[config.mk]
export PLATFORM = sky130hd
export DESIGN_NAME = serial_nibble_adder
export DESIGN_NICKNAME = d
export VERILOG_FILES = /design/src/rtl/serial_adder_pkg.sv /design/src/rtl/four_bit_adder.sv /design/src/rtl/serial_nibble_adder.sv
export SDC_FILE = /design/constraint.sdc
export NUM_CORES = 1
export LEC_CHECK = 0
export ABC_CLOCK_PERIOD_IN_PS = 7800
export BUFFER_PORTS_ARGS = -buffer_cell sky130_fd_sc_hd__buf_2
export CORE_ASPECT_RATIO = 0.75
export CORE_UTILIZATION = 59
export DETAILED_ROUTE_END_ITERATION = 16
export HOLD_SLACK_MARGIN = 0.08
export PLACE_DENSITY_LB_ADDON = 0.1
export REMOVE_ABC_BUFFERS = 1
export SYNTH_ARGS = -nofsm -noshare
export SYNTH_HDL_FRONTEND = slang
export SYNTH_HIERARCHICAL = 1
export SYNTH_SLANG_ARGS = --single-unit
[constraint.sdc]
create_clock -name clk -period 7.8 [get_ports clk]
set_input_delay 0.39 -clock clk [delete_from_list [all_inputs] [get_ports clk]]
set_output_delay 0.39 -clock clk [all_outputs]
set_load 0.01 [all_outputs]
[src/rtl/serial_adder_pkg.sv]
// Shared definitions for the serial nibble adder.
//   NIBBLE_W : width of the single ripple adder slice
//   S_IDLE / S_RUN / S_DONE : FSM state encoding
//   clog2    : index-width helper, evaluated at elaboration time
package serial_adder_pkg;

  localparam int unsigned NIBBLE_W = 4;

  typedef logic [1:0] state_t;

  localparam state_t S_IDLE = 2'd0;
  localparam state_t S_RUN  = 2'd1;
  localparam state_t S_DONE = 2'd2;

  // Smallest n with 2**n >= value; returns 0 for value <= 1.
  function automatic int unsigned clog2(input int unsigned value);
    int unsigned result;
    result = 0;
    for (int i = 0; i < 32; i++) begin
      if ((64'd1 << i) < 64'(value)) begin
        result = i + 1;
      end
    end
    return result;
  endfunction

endpackage

[src/rtl/four_bit_adder.sv]
// Combinational 4-bit ripple-carry adder slice.
// Ports:
//   a, b : nibble operands
//   cin  : carry into bit 0
//   s    : nibble sum
//   c    : carry out of every bit; c[3] is the slice carry-out and c[2] the
//          carry into the MSB, together giving signed overflow
module four_bit_adder
  import serial_adder_pkg::*;
(
  input  logic [NIBBLE_W-1:0] a,
  input  logic [NIBBLE_W-1:0] b,
  input  logic                cin,
  output logic [NIBBLE_W-1:0] s,
  output logic [NIBBLE_W-1:0] c
);

  always_comb begin
    logic carry;
    carry = cin;
    s     = '0;
    c     = '0;
    for (int i = 0; i < NIBBLE_W; i++) begin
      s[i]  = a[i] ^ b[i] ^ carry;
      c[i]  = (a[i] & b[i]) | (carry & (a[i] ^ b[i]));
      carry = c[i];
    end
  end

endmodule

[src/rtl/serial_nibble_adder.sv]
// Multi-cycle adder: one nibble per clock through a single four_bit_adder,
// with the carry held in carry_q between nibbles.
// Ports:
//   clk, rst_n            : clock, asynchronous active-low reset
//   in_valid / in_ready   : operand handshake (in_ready high only in IDLE)
//   a, b, cin             : operands and carry-in, sampled on the accept edge
//   sub                   : subtract select, present only with SERIAL_ADDER_SUB_EN
//   out_valid / out_ready : result handshake (out_valid high only in DONE)
//   sum, cout, ovf        : result, MSB carry-out, signed overflow
// Configuration: define SERIAL_ADDER_SUB_EN to add the sub port (a - b).
module serial_nibble_adder
  import serial_adder_pkg::*;
#(
  parameter int unsigned NIBBLES = 4
) (
  input  logic                          clk,
  input  logic                          rst_n,
  input  logic                          in_valid,
  output logic                          in_ready,
  input  logic [NIBBLE_W*NIBBLES-1:0]   a,
  input  logic [NIBBLE_W*NIBBLES-1:0]   b,
  input  logic                          cin,
`ifdef SERIAL_ADDER_SUB_EN
  input  logic                          sub,
`endif
  output logic                          out_valid,
  input  logic                          out_ready,
  output logic [NIBBLE_W*NIBBLES-1:0]   sum,
  output logic                          cout,
  output logic                          ovf
);

  localparam int unsigned W    = NIBBLE_W * NIBBLES;
  localparam int unsigned IdxW = (clog2(NIBBLES) < 1) ? 1 : clog2(NIBBLES);

  state_t state_q, state_d;

  logic [W-1:0]    a_q, a_d;
  logic [W-1:0]    b_q, b_d;
  logic            carry_q, carry_d;
  logic [IdxW-1:0] idx_q, idx_d;
  logic [W-1:0]    sum_q, sum_d;
  logic            cout_q, cout_d;
  logic            ovf_q, ovf_d;

  logic [NIBBLE_W-1:0] add_s;
  logic [NIBBLE_W-1:0] add_c;
  logic                last_nibble;
  logic [W-1:0]        cap_b;
  logic                cap_cin;
  logic                unused_c;

  // Only the top two carries of the slice matter at this level.
  assign unused_c = ^add_c[NIBBLE_W-3:0];

  assign last_nibble = (idx_q == IdxW'(NIBBLES - 1));

  // Operand conditioning at capture: subtraction is a + ~b + 1.
`ifdef SERIAL_ADDER_SUB_EN
  assign cap_b   = sub ? ~b : b;
  assign cap_cin = sub ? 1'b1 : cin;
`else
  assign cap_b   = b;
  assign cap_cin = cin;
`endif

  // Operands are shifted right so the active nibble is always at [3:0].
  four_bit_adder u_four_bit_adder (
    .a   (a_q[NIBBLE_W-1:0]),
    .b   (b_q[NIBBLE_W-1:0]),
    .cin (carry_q),
    .s   (add_s),
    .c   (add_c)
  );

  // FSM state register
  always_ff @(posedge clk or negedge rst_n) begin
    if (!rst_n) begin
      state_q <= S_IDLE;
    end else begin
      state_q <= state_d;
    end
  end

  // FSM next-state logic
  always_comb begin
    state_d = state_q;
    case (state_q)
      S_IDLE: begin
        if (in_valid) begin
          state_d = S_RUN;
        end
      end
      S_RUN: begin
        if (last_nibble) begin
          state_d = S_DONE;
        end
      end
      S_DONE: begin
        if (out_ready) begin
          state_d = S_IDLE;
        end
      end
      default: state_d = S_IDLE;
    endcase
  end

  // FSM outputs
  always_comb begin
    in_ready  = (state_q == S_IDLE);
    out_valid = (state_q == S_DONE);
  end

  // Datapath next-state
  always_comb begin
    a_d     = a_q;
    b_d     = b_q;
    carry_d = carry_q;
    idx_d   = idx_q;
    sum_d   = sum_q;
    cout_d  = cout_q;
    ovf_d   = ovf_q;
    case (state_q)
      S_IDLE: begin
        if (in_valid) begin
          a_d     = a;
          b_d     = cap_b;
          carry_d = cap_cin;
          idx_d   = '0;
        end
      end
      S_RUN: begin
        a_d     = a_q >> NIBBLE_W;
        b_d     = b_q >> NIBBLE_W;
        carry_d = add_c[NIBBLE_W-1];
        idx_d   = idx_q + 1'b1;
        sum_d[idx_q*NIBBLE_W +: NIBBLE_W] = add_s;
        if (last_nibble) begin
          cout_d = add_c[NIBBLE_W-1];
          ovf_d  = add_c[NIBBLE_W-1] ^ add_c[NIBBLE_W-2];
        end
      end
      default: ;
    endcase
  end

  // Datapath registers
  always_ff @(posedge clk or negedge rst_n) begin
    if (!rst_n) begin
      a_q     <= '0;
      b_q     <= '0;
      carry_q <= 1'b0;
      idx_q   <= '0;
      sum_q   <= '0;
      cout_q  <= 1'b0;
      ovf_q   <= 1'b0;
    end else begin
      a_q     <= a_d;
      b_q     <= b_d;
      carry_q <= carry_d;
      idx_q   <= idx_d;
      sum_q   <= sum_d;
      cout_q  <= cout_d;
      ovf_q   <= ovf_d;
    end
  end

  assign sum  = sum_q;
  assign cout = cout_q;
  assign ovf  = ovf_q;

endmodule
**Yosys cells after proc, flatten, opt, wreduce, memory -nomap -nowiden**

Index checks and enable logic that the tools add are counted.

- Flip-flop bits (word level): 55
- Bits of input ports: 37
- Output and inout bits: 20
- Logic and storage cells: 57

- Add/subtract/negate cells: 2
- Equality and inequality tests: 6
- Shift operators: 2
- Muxes and demuxes: 13
- Bitwise logic cells: 21
- Reductions and logical operators: 5

Operators by type and width:

| operator | count |
|---|---|
| $pmux 16 s2 | 2 |
| $neg 4->34 | 1 |
| $shift 4x34->16 const A | 1 |
| $shiftx 4x34->16 | 1 |
| $mux 16 | 2 |
| $bwmux 16 | 1 |
| $xor 1x1->1 | 9 |
| $and 1x1->1 | 8 |
| $mux 2 | 4 |
| $pmux 2 s3 | 1 |
| $eq 2x2->1 const B | 2 |
| $ne 2x2->1 const B | 2 |
| $or 1x1->1 | 4 |
| $pmux 2 s2 | 1 |
| $reduce_and 2->1 | 2 |
| $reduce_and 3->1 | 1 |
| $add 2x1->2 const B | 1 |
| $eq 2x1->1 const B | 1 |
| $logic_not 2->1 | 1 |
| $ne 2x1->1 const B | 1 |
| $pmux 1 s2 | 1 |
| $reduce_bool 2->1 | 1 |
| $mux 1 | 1 |

**Logic depth before layout (Yosys ltp)**

Gate-level depths: netlist (run 1).

- Word-level depth: 10
- Depth in mapped cells: 6
- Depth with buffers taken out: 6

**Modules after synthesis**

The synthesis (run 1) kept the hierarchy.

By module, submodules not included:

| module | instances | cells an instance | area each (um2) | seq. area each (um2) |
|---|---|---|---|---|
| serial_nibble_adder | 1 | 255 | 2785.2 | 1376.3 |
| four_bit_adder | 1 | 4 | 80.1 | 0.0 |

**Least setup slack after synthesis (run 1)**

Ideal clock, no wire load.

- Path type: reg-to-reg
- From: reg a_q[0]
- To: reg sum_q[7], in the netlist sum[7]
- Library setup time: 0.125 ns
- Data arrival time: 2.504 ns
- Required time: 7.675 ns
- Slack: 5.171 ns
- Cell stages (with the launch flop): 7
- Path buffers: 0
- Clock period less this slack: 2.629 ns
- Cell sequence: dfrtp_1 fa_1 fa_1 fa_1 fa_1 and4b_1 mux2_2

- Cells in the longest elaborated chain, start to end: 10
- Elaborated cells between the ends (all ways): 14
- Those cells by class: 1 x shift; 1 x mux; 12 x bitwise

Ends and longest elaborated chain:

| what | RTL line | source |
|---|---|---|
| start, declared | serial_nibble_adder.sv:38 | `logic [W-1:0] a_q, a_d;` |
| start signal, assigned | serial_nibble_adder.sv:150 | `a_q <= '0;` |
| start signal, assigned | serial_nibble_adder.sv:158 | `a_q <= a_d;` |
| $xor 1x1->1 | four_bit_adder.sv:25 | `c[i] = (a[i] & b[i]) \| (carry & (a[i] ^ b[i]));` |
| $and 1x1->1 | four_bit_adder.sv:25 |  |
| $or 1x1->1 * | four_bit_adder.sv:25 |  |
| named net add_c[0] | serial_nibble_adder.sv:47 | `logic [NIBBLE_W-1:0] add_c;` |
| $and 1x1->1 * | four_bit_adder.sv:25 |  |
| $or 1x1->1 * | four_bit_adder.sv:25 |  |
| named net add_c[1] | serial_nibble_adder.sv:47 |  |
| $and 1x1->1 * | four_bit_adder.sv:25 |  |
| $or 1x1->1 * | four_bit_adder.sv:25 |  |
| named net add_c[2] | serial_nibble_adder.sv:47 |  |
| $xor 1x1->1 * | four_bit_adder.sv:24 | `s[i] = a[i] ^ b[i] ^ carry;` |
| named net add_s[3] | serial_nibble_adder.sv:46 | `logic [NIBBLE_W-1:0] add_s;` |
| $shiftx 4x34->16 * | serial_nibble_adder.sv:137 | `sum_d[idx_q*NIBBLE_W +: NIBBLE_W] = add_s;` |
| $bwmux 16 * | serial_nibble_adder.sv:137 |  |
| end signal, assigned | serial_nibble_adder.sv:162 | `sum_q <= sum_d;` |
| end, declared | serial_nibble_adder.sv:42 | `logic [W-1:0] sum_q, sum_d;` |

The timed path passes the listed nets; every way through them passes the cells marked *.
A chain may end at the register's enable or synchronous reset.

**Worst setup path in the final report (run 1)**

- From: reg a_q[0]
- To: reg sum_q[15], in the netlist sum[15]

The elaborated chain is that of the path after synthesis.

==> flow_metrics.py, run 1 <==
metrics = {
    "timing": {
        "relSlewSlack_pct": 53.04,
        "post-route-period-util_pct": 36.59,
        "rsz0062_at_grt": "false",
        "tns_ns": 0,
        "setup_slack_ns": 4.946,
        "fmax_mhz": 350.4,
        "clock_skew_ns": 0.005370,
        "report.final.slew_viol_count": 0,
        "final_hold_viol_count": 0,
        "final.min_clock_period_ns": 2.854,
        "setup_viol": 0,
        "worst_pin_slew_ns": 0.7044,
    },
    "final_layout": {
        "final_layout_size_suffix_gt1_share_pct": 26.06,
        "syn_to_final_growth_pct": 13.84,
        "num-fill-cells": 361,
        "layout_common_cells": "56 x buf_2, 55 x dfrtp_1, 39 x inv_1",
        "nNetsFinal": 352,
        "layout_commonest_cell": "buf_2",
        "n_antenna_cell": 0,
    },
    "die": {
        "die-area_sq_um": 5142,
        "start_util_pct": 62.67,
        "placeableCoreArea_sq_um": 4572,
        "num_rows": 21,
        "dieWidth_um": 82.47,
        "io_pins": 57,
        "fp.dieH_um": 62.35,
    },
    "power_and_ir_drop": {
        "p_leak_nw": 1.521,
        "p_switching_mw": 0.5651,
        "p_total_mw": 1.351,
        "p_per_area_nw_per_um2": 414.2,
        "pwr-share-comb_pct": 49.8,
        "p_int_mw": 0.7858,
        "switching_share_pct": 41.83,
        "seq_power_share_pct": 37.6,
        "ir_worst_vdd_mv": 0.2678,
        "clkPwrFrac_pct": 12.5,
    },
    "setup_path": {
        "slowest_delay_ns": 0.59,
        "reg2reg_depth": 6,
        "crit_required_ns": 8.05,
        "critPathTopFamily": "adder cells",
        "rrSetupSlack_ns": 4.95,
        "reg2reg_from": "a_q[0]",
        "crit_path_start_kind": "flip-flop",
        "worst-path-buf-inv": 0,
        "cp_slowest_cell": "fa_1",
        "cp_cell_sequence": "fa_1 > fa_1 > fa_1 > fa_1 > nor4bb_1 > mux2_2",
        "reg2reg_to": "sum[15]",
        "path_max_fanout": 4,
        "crit_type": "flip-flop to flip-flop",
        "cp_num_cells": 6,
        "worstSetupEndpointType": "flip-flop",
        "cp_common_cell": "fa_1",
        "endpoint": "sum[15]",
        "crit_arrival_ns": 3.10,
        "cp-startpoint": "a_q[0]",
    },
    "logic_synthesis": {
        "ys_types": 33,
        "ys.warnings.count": 6,
        "synth-seq-cells": 55,
        "synth_seq_area_share_pct": 48.03,
        "netlist_instances": 259,
        "syn_area_sq_um": 2865,
        "avgSynthCellArea_sq_um": 11.06,
    },
    "clocking": {
        "cts_buffer_depth": 2,
        "htree_levels": 2,
        "holdBufCountCts": 0,
        "cts_sinks": 55,
        "clock_latency_ns": 0.30,
        "cts_buffers": 5,
        "root_buffer": "clkbuf_8",
        "path_clk_slew_ns": 0.09,
        "ctsResizeCount": 0,
        "cts_tree": "built",
        "postCtsSetupBuffers": 0,
    },
    "route": {
        "drc": 0,
        "drtPass1Iterations": 4,
        "drt_iter0_markers": 139,
        "vias": 2139,
        "wl_per_cell_um": 16.30,
        "ant_nets": 0,
        "avgViaCountPerCell": 5.876,
        "wl_um": 5935,
    },
    "place": {
        "portBuffers": 56,
        "place_hpwl_um": 4027,
        "pre_cts_slack_ns": 4.969,
        "gp_congestion": 0.8255,
    },
    "grt": {
        "grt_start_max_net_pins": 56,
        "grt_util_all_layers_pct": 25.43,
        "antenna_found_initial": 0,
        "grt_pass1_vias": 2027,
        "grt-ovfl-total": 0,
        "grt_pass1_wl_um": 9922,
    },
    "run": {
        "maxCapViolations": 0,
    },
    "min_path": {
        "min_path_type": "input port to asynchronous set/reset pin",
    },
    "status": {
        "status": "completed",
    },
}
-- sequential cells by signal, indices dropped and copies added, names as in the netlist --
name     flops
a_q         16
b_q         16
carry_q      1
cout         1
idx_q        2
ovf          1
state_q      2
sum         16
-- power groups by stage --
| stage | Combinational, mW | Clock (mW) | Sequential (mW) |
|---|---|---|---|
| 2_1_floorplan | 0.424 | 0 | 0.539 |
| 3_3_place_gp | 0.654 | 0 | 0.508 |
| 3_5_place_dp | 0.664 | 0 | 0.513 |
| 4_1_cts | 0.672 | 0.175 | 0.507 |
| 5_1_grt | 0.749 | 0.188 | 0.524 |
| 6_report | 0.673 | 0.169 | 0.508 |
-- worst min-delay path by stage --
stage           start     end  slack, ns  cells after the start
3_3_place_gp   sum[3]  sum[3]       0.47                      1
5_1_grt         rst_n  sum[9]       0.26                      2
6_report        rst_n  sum[8]       0.21                      2
4_1_cts         rst_n  sum[8]       0.23                      2
3_5_place_dp   sum[0]  sum[0]       0.48                      1
2_1_floorplan   rst_n  a_q[0]       0.09                      0
-- worst register-to-register path, cell delays in order (launching register included) --
cell and delay [ns]:
dfrtp_1 0.41, fa_1 0.45, fa_1 0.40, fa_1 0.44, fa_1 0.59, nor4bb_1 0.31
mux2_2 0.20
-- cells in the mapped netlist, drive strengths merged --
library cell,number,area (sq um)
o21bai,1,7.510
and3b,3,26.28
nand2b,3,18.77
fa,4,80.08
a222oi,1,10.01
inv,39,146.4
xor2,1,8.760
a211oi,24,180.2
nor4b,24,210.2
nor3b,26,200.2
o32ai,10,110.1
nor2b,3,18.77
or4b,2,27.53
mux2,5,56.30
a21o,1,7.510
nor2,1,3.750
nand3b,1,7.510
a21oi,1,5.000
and4b,1,10.01
nand2,10,37.54
a22o,9,78.83
and4bb,1,12.51
nor4bb,1,10.01
ha,5,62.56
clkbuf,8,30.03
buf,12,58.80
a32o,4,40.04
dfrtp,55,1376
nand4bb,1,11.26
and2,2,12.51
-- cell type report --
type | count | area [sq um] | share of cell area [%]
inverter | 39 | 146.4 | 4.488
timing repair buffer | 60 | 310.3 | 9.513
clock buffer | 8 | 100.1 | 3.069
sequential | 55 | 1376 | 42.19
multi-input combinational | 145 | 1257 | 38.55
tap | 57 | 71.32 | 2.186
-- per-layer routing --
| layer | global-route usage, % | vias to the layer above | routed length, um |
|---|---|---|---|
| li1 | - | 1030 | - |
| met1 | 41.45 | 1023 | 3007 |
| met2 | 34.09 | 81 | 2502 |
| met3 | 5.882 | 5 | 390 |
| met4 | 5.263 | 0 | 35 |
| met5 | 0 | - | 0 |
-- logic make-up (layout without fill, tap and decap cells) --
family | after synthesis | count (layout) | share of synthesized area [%]
mux | 5 | 5 | 1.965
buf+inv | 59 | 107 | 8.209
xor+xnor | 1 | 1 | 0.3057
flops | 55 | 55 | 48.03
simple gates | 79 | 79 | 21.18
fa+ha+maj | 9 | 9 | 4.978
compound gates | 51 | 51 | 15.33
-- stage by stage --
stage               area (sq um)  instances  utilization, %  hold WS [ns]
finish                      3262        364           71.35        0.2068
global route                3262        364           71.35        0.2576
CTS                         3262        364           71.35        0.2255
detailed placement          3162        356           69.16        0.4795
global placement            3162        356           69.16        0.4745
floorplan                   2776        239               -       0.09441
(Power assumes the default switching activity.)
==> run 2, diff against run 1 <==
Settings changed: ABC_CLOCK_PERIOD_IN_PS 7800 to 2350, CORE_UTILIZATION 59 to 50.
Clock period 7.8 ns to 2.35 ns, I/O delays scaled along.
==> run 2 against run 1 <==
Against the previous run: the run now ends with setup timing left; final area grew 7.6%; critical path depth grew 1; final cell count grew 10%.
==> flow_metrics.py, run 2 (synthesis gave the netlist of run 1 again) <==
metrics = {
    "status": {
        "status": "finished, violations left",
        "violations": "setup timing",
    },
    "setup_path": {
        "slowest_delay_ns": 0.56,
        "cp-startpoint": "a_q[0]",
        "rrSetupSlack_ns": -0.20,
        "cp_common_cell": "fa_2",
        "crit_required_ns": 2.56,
        "crit_path_start_kind": "flip-flop",
        "worstSetupEndpointType": "flip-flop",
        "path_max_fanout": 3,
        "cp_cell_sequence": "fa_2 > fa_2 > fa_2 > fa_2 > buf_6 > nand2_2 > o32ai_2",
        "crit_type": "flip-flop to flip-flop",
        "reg2reg_from": "a_q[0]",
        "crit_arrival_ns": 2.76,
        "cp_slowest_cell": "fa_2",
    },
    "power_and_ir_drop": {
        "ir_worst_vdd_mv": 0.7373,
        "p_leak_nw": 1.622,
        "p_switching_mw": 1.990,
        "pwr-share-comb_pct": 52.6,
        "p_per_area_nw_per_um2": 1394,
        "switching_share_pct": 40.66,
        "seq_power_share_pct": 34.7,
        "clkPwrFrac_pct": 12.7,
        "p_int_mw": 2.904,
    },
    "route": {
        "ant_nets": 0,
        "drtPass1Iterations": 5,
        "drt_iter0_markers": 142,
        "vias": 2242,
        "wl_um": 6509,
        "drc": 0,
        "avgViaCountPerCell": 5.591,
        "wl_per_cell_um": 16.23,
    },
    "clocking": {
        "path_clk_slew_ns": 0.10,
        "cts_buffer_depth": 2,
        "cts_sinks": 55,
        "root_buffer": "clkbuf_8",
        "htree_levels": 2,
        "cts_tree": "built",
        "clock_latency_ns": 0.30,
        "cts_buffers": 5,
    },
    "die": {
        "dieWidth_um": 89.41,
        "num_rows": 23,
        "io_pins": 57,
        "fp.dieH_um": 67.56,
        "start_util_pct": 52.68,
        "die-area_sq_um": 6041,
        "placeableCoreArea_sq_um": 5439,
    },
    "grt": {
        "grt_util_met1_pct": 38.95,
        "grt_util_all_layers_pct": 23.03,
        "grt-ovfl-total": 0,
        "grt_use_met2_pct": 29.87,
        "grt_pass1_wl_um": 10450,
        "antenna_found_initial": 0,
        "grt_start_max_net_pins": 31,
        "met3_usage_pct": 3.912,
        "grt_busiest_layer": "met1",
        "grt_pass1_vias": 2011,
    },
    "timing": {
        "worst_pin_slew_ns": 0.6547,
        "rsz0062_at_grt": "true",
        "final.min_clock_period_ns": 2.549,
        "relSlewSlack_pct": 56.35,
        "fmax_mhz": 392.4,
        "final_hold_viol_count": 0,
        "setup_slack_ns": -0.1987,
        "report.final.slew_viol_count": 0,
        "setup_viol": 6,
        "post-route-period-util_pct": 108.5,
        "clock_skew_ns": 0.004636,
    },
    "min_path": {
        "min_from": "cin",
        "min_path_type": "input port to flip-flop",
    },
    "run": {
        "maxCapViolations": 0,
    },
    "final_layout": {
        "final_util_pct": 64.55,
        "layout_common_cells": "56 x buf_2, 54 x dfrtp_1, 39 x inv_1",
        "fin_area_sq_um": 3511,
        "final_layout_size_suffix_gt1_share_pct": 29.14,
        "layout_commonest_cell": "buf_2",
        "n_antenna_cell": 0,
        "num-fill-cells": 441,
        "syn_to_final_growth_pct": 22.53,
        "nNetsFinal": 371,
    },
    "place": {
        "gp_congestion": 0.8325,
        "portBuffers": 56,
        "dpl_cell_area_sq_um": 3251,
        "place_hpwl_um": 4391,
    },
}
run 2: cell types whose count changed in the layout (fill, tap and decap cells not counted), sizes merged:
cell	change
dlygate4sd3	+10
buf	+9
bufinv	+1
clkbuf	-1
run 2: power groups by stage:
stage / clock (mW) / sequential [mW] / combinational (mW)
after detailed placement: 0 / 1.70 / 2.37
after CTS: 0.634 / 1.69 / 2.49
final: 0.623 / 1.70 / 2.57
after global placement: 0 / 1.69 / 2.35
after global routing: 0.669 / 1.75 / 2.84
after floorplan: 0 / 1.79 / 1.41
run 2: cell type report:
cell class,instances,area [sq um],area share [%]
clock buffers,7,76.32,2.174
well taps,75,93.84,2.673
flip-flops and latches,55,1378,39.24
clock inverters,1,30.03,0.8553
inverters,39,146.4,4.170
multi-input cells,145,1289,36.71
repair buffers,79,498.0,14.18
run 2: metal layers:
layer  share of wire [%]  wire, um  up-vias
met1                  54      3502     1098
met3                 4.9       320        2
li1                    -         -     1071
met5                   0         0        -
met2                  41      2657       71
met4                0.43        28        0
run 2: worst paths after layout:
check                      depth (start not counted)  endpoint
max in group asynchronous                          3    b_q[6]
setup / recovery                                   7   sum[11]
setup reg to reg                                   7   sum[11]
min in group asynchronous                          2   sum[10]
hold / removal                                     3   carry_q
hold reg to reg                                    1    sum[1]
run 2: what timing repair did:
| item | CTS | global route |
|---|---|---|
| hold endpoints to repair | 36 | 0 |
| hold buffers | 10 | 0 |
| setup buffers | 0 | 2 |
| setup endpoints to repair | 7 | 6 |
| pin swaps | 1 | 0 |
| gates resized for setup | 10 | 1 |
run 2: stage by stage:
stage	power (mW)	worst slack, ns	setup TNS (ns)	hold WS (ns)	std cells
4_1_cts	4.817	-0.1923	-0.6621	0.1298	399
6_report	4.894	-0.1987	-0.8404	0.1471	401
2_1_floorplan	3.197	-0.2791	-7.102	-0.1781	239
3_3_place_gp	4.036	-0.3000	-1.534	0.1877	381
5_1_grt	5.259	-0.2484	-1.066	0.1804	401
3_5_place_dp	4.068	-0.3509	-1.843	0.1843	381
run 2: worst max-delay path, delay by kind of cell (launching register included):
kind,cells,cell delay (ns)
buf+inv,1,0.10
compound gates,1,0.22
flops,1,0.42
fa+ha+maj,4,1.67
simple gates,1,0.04
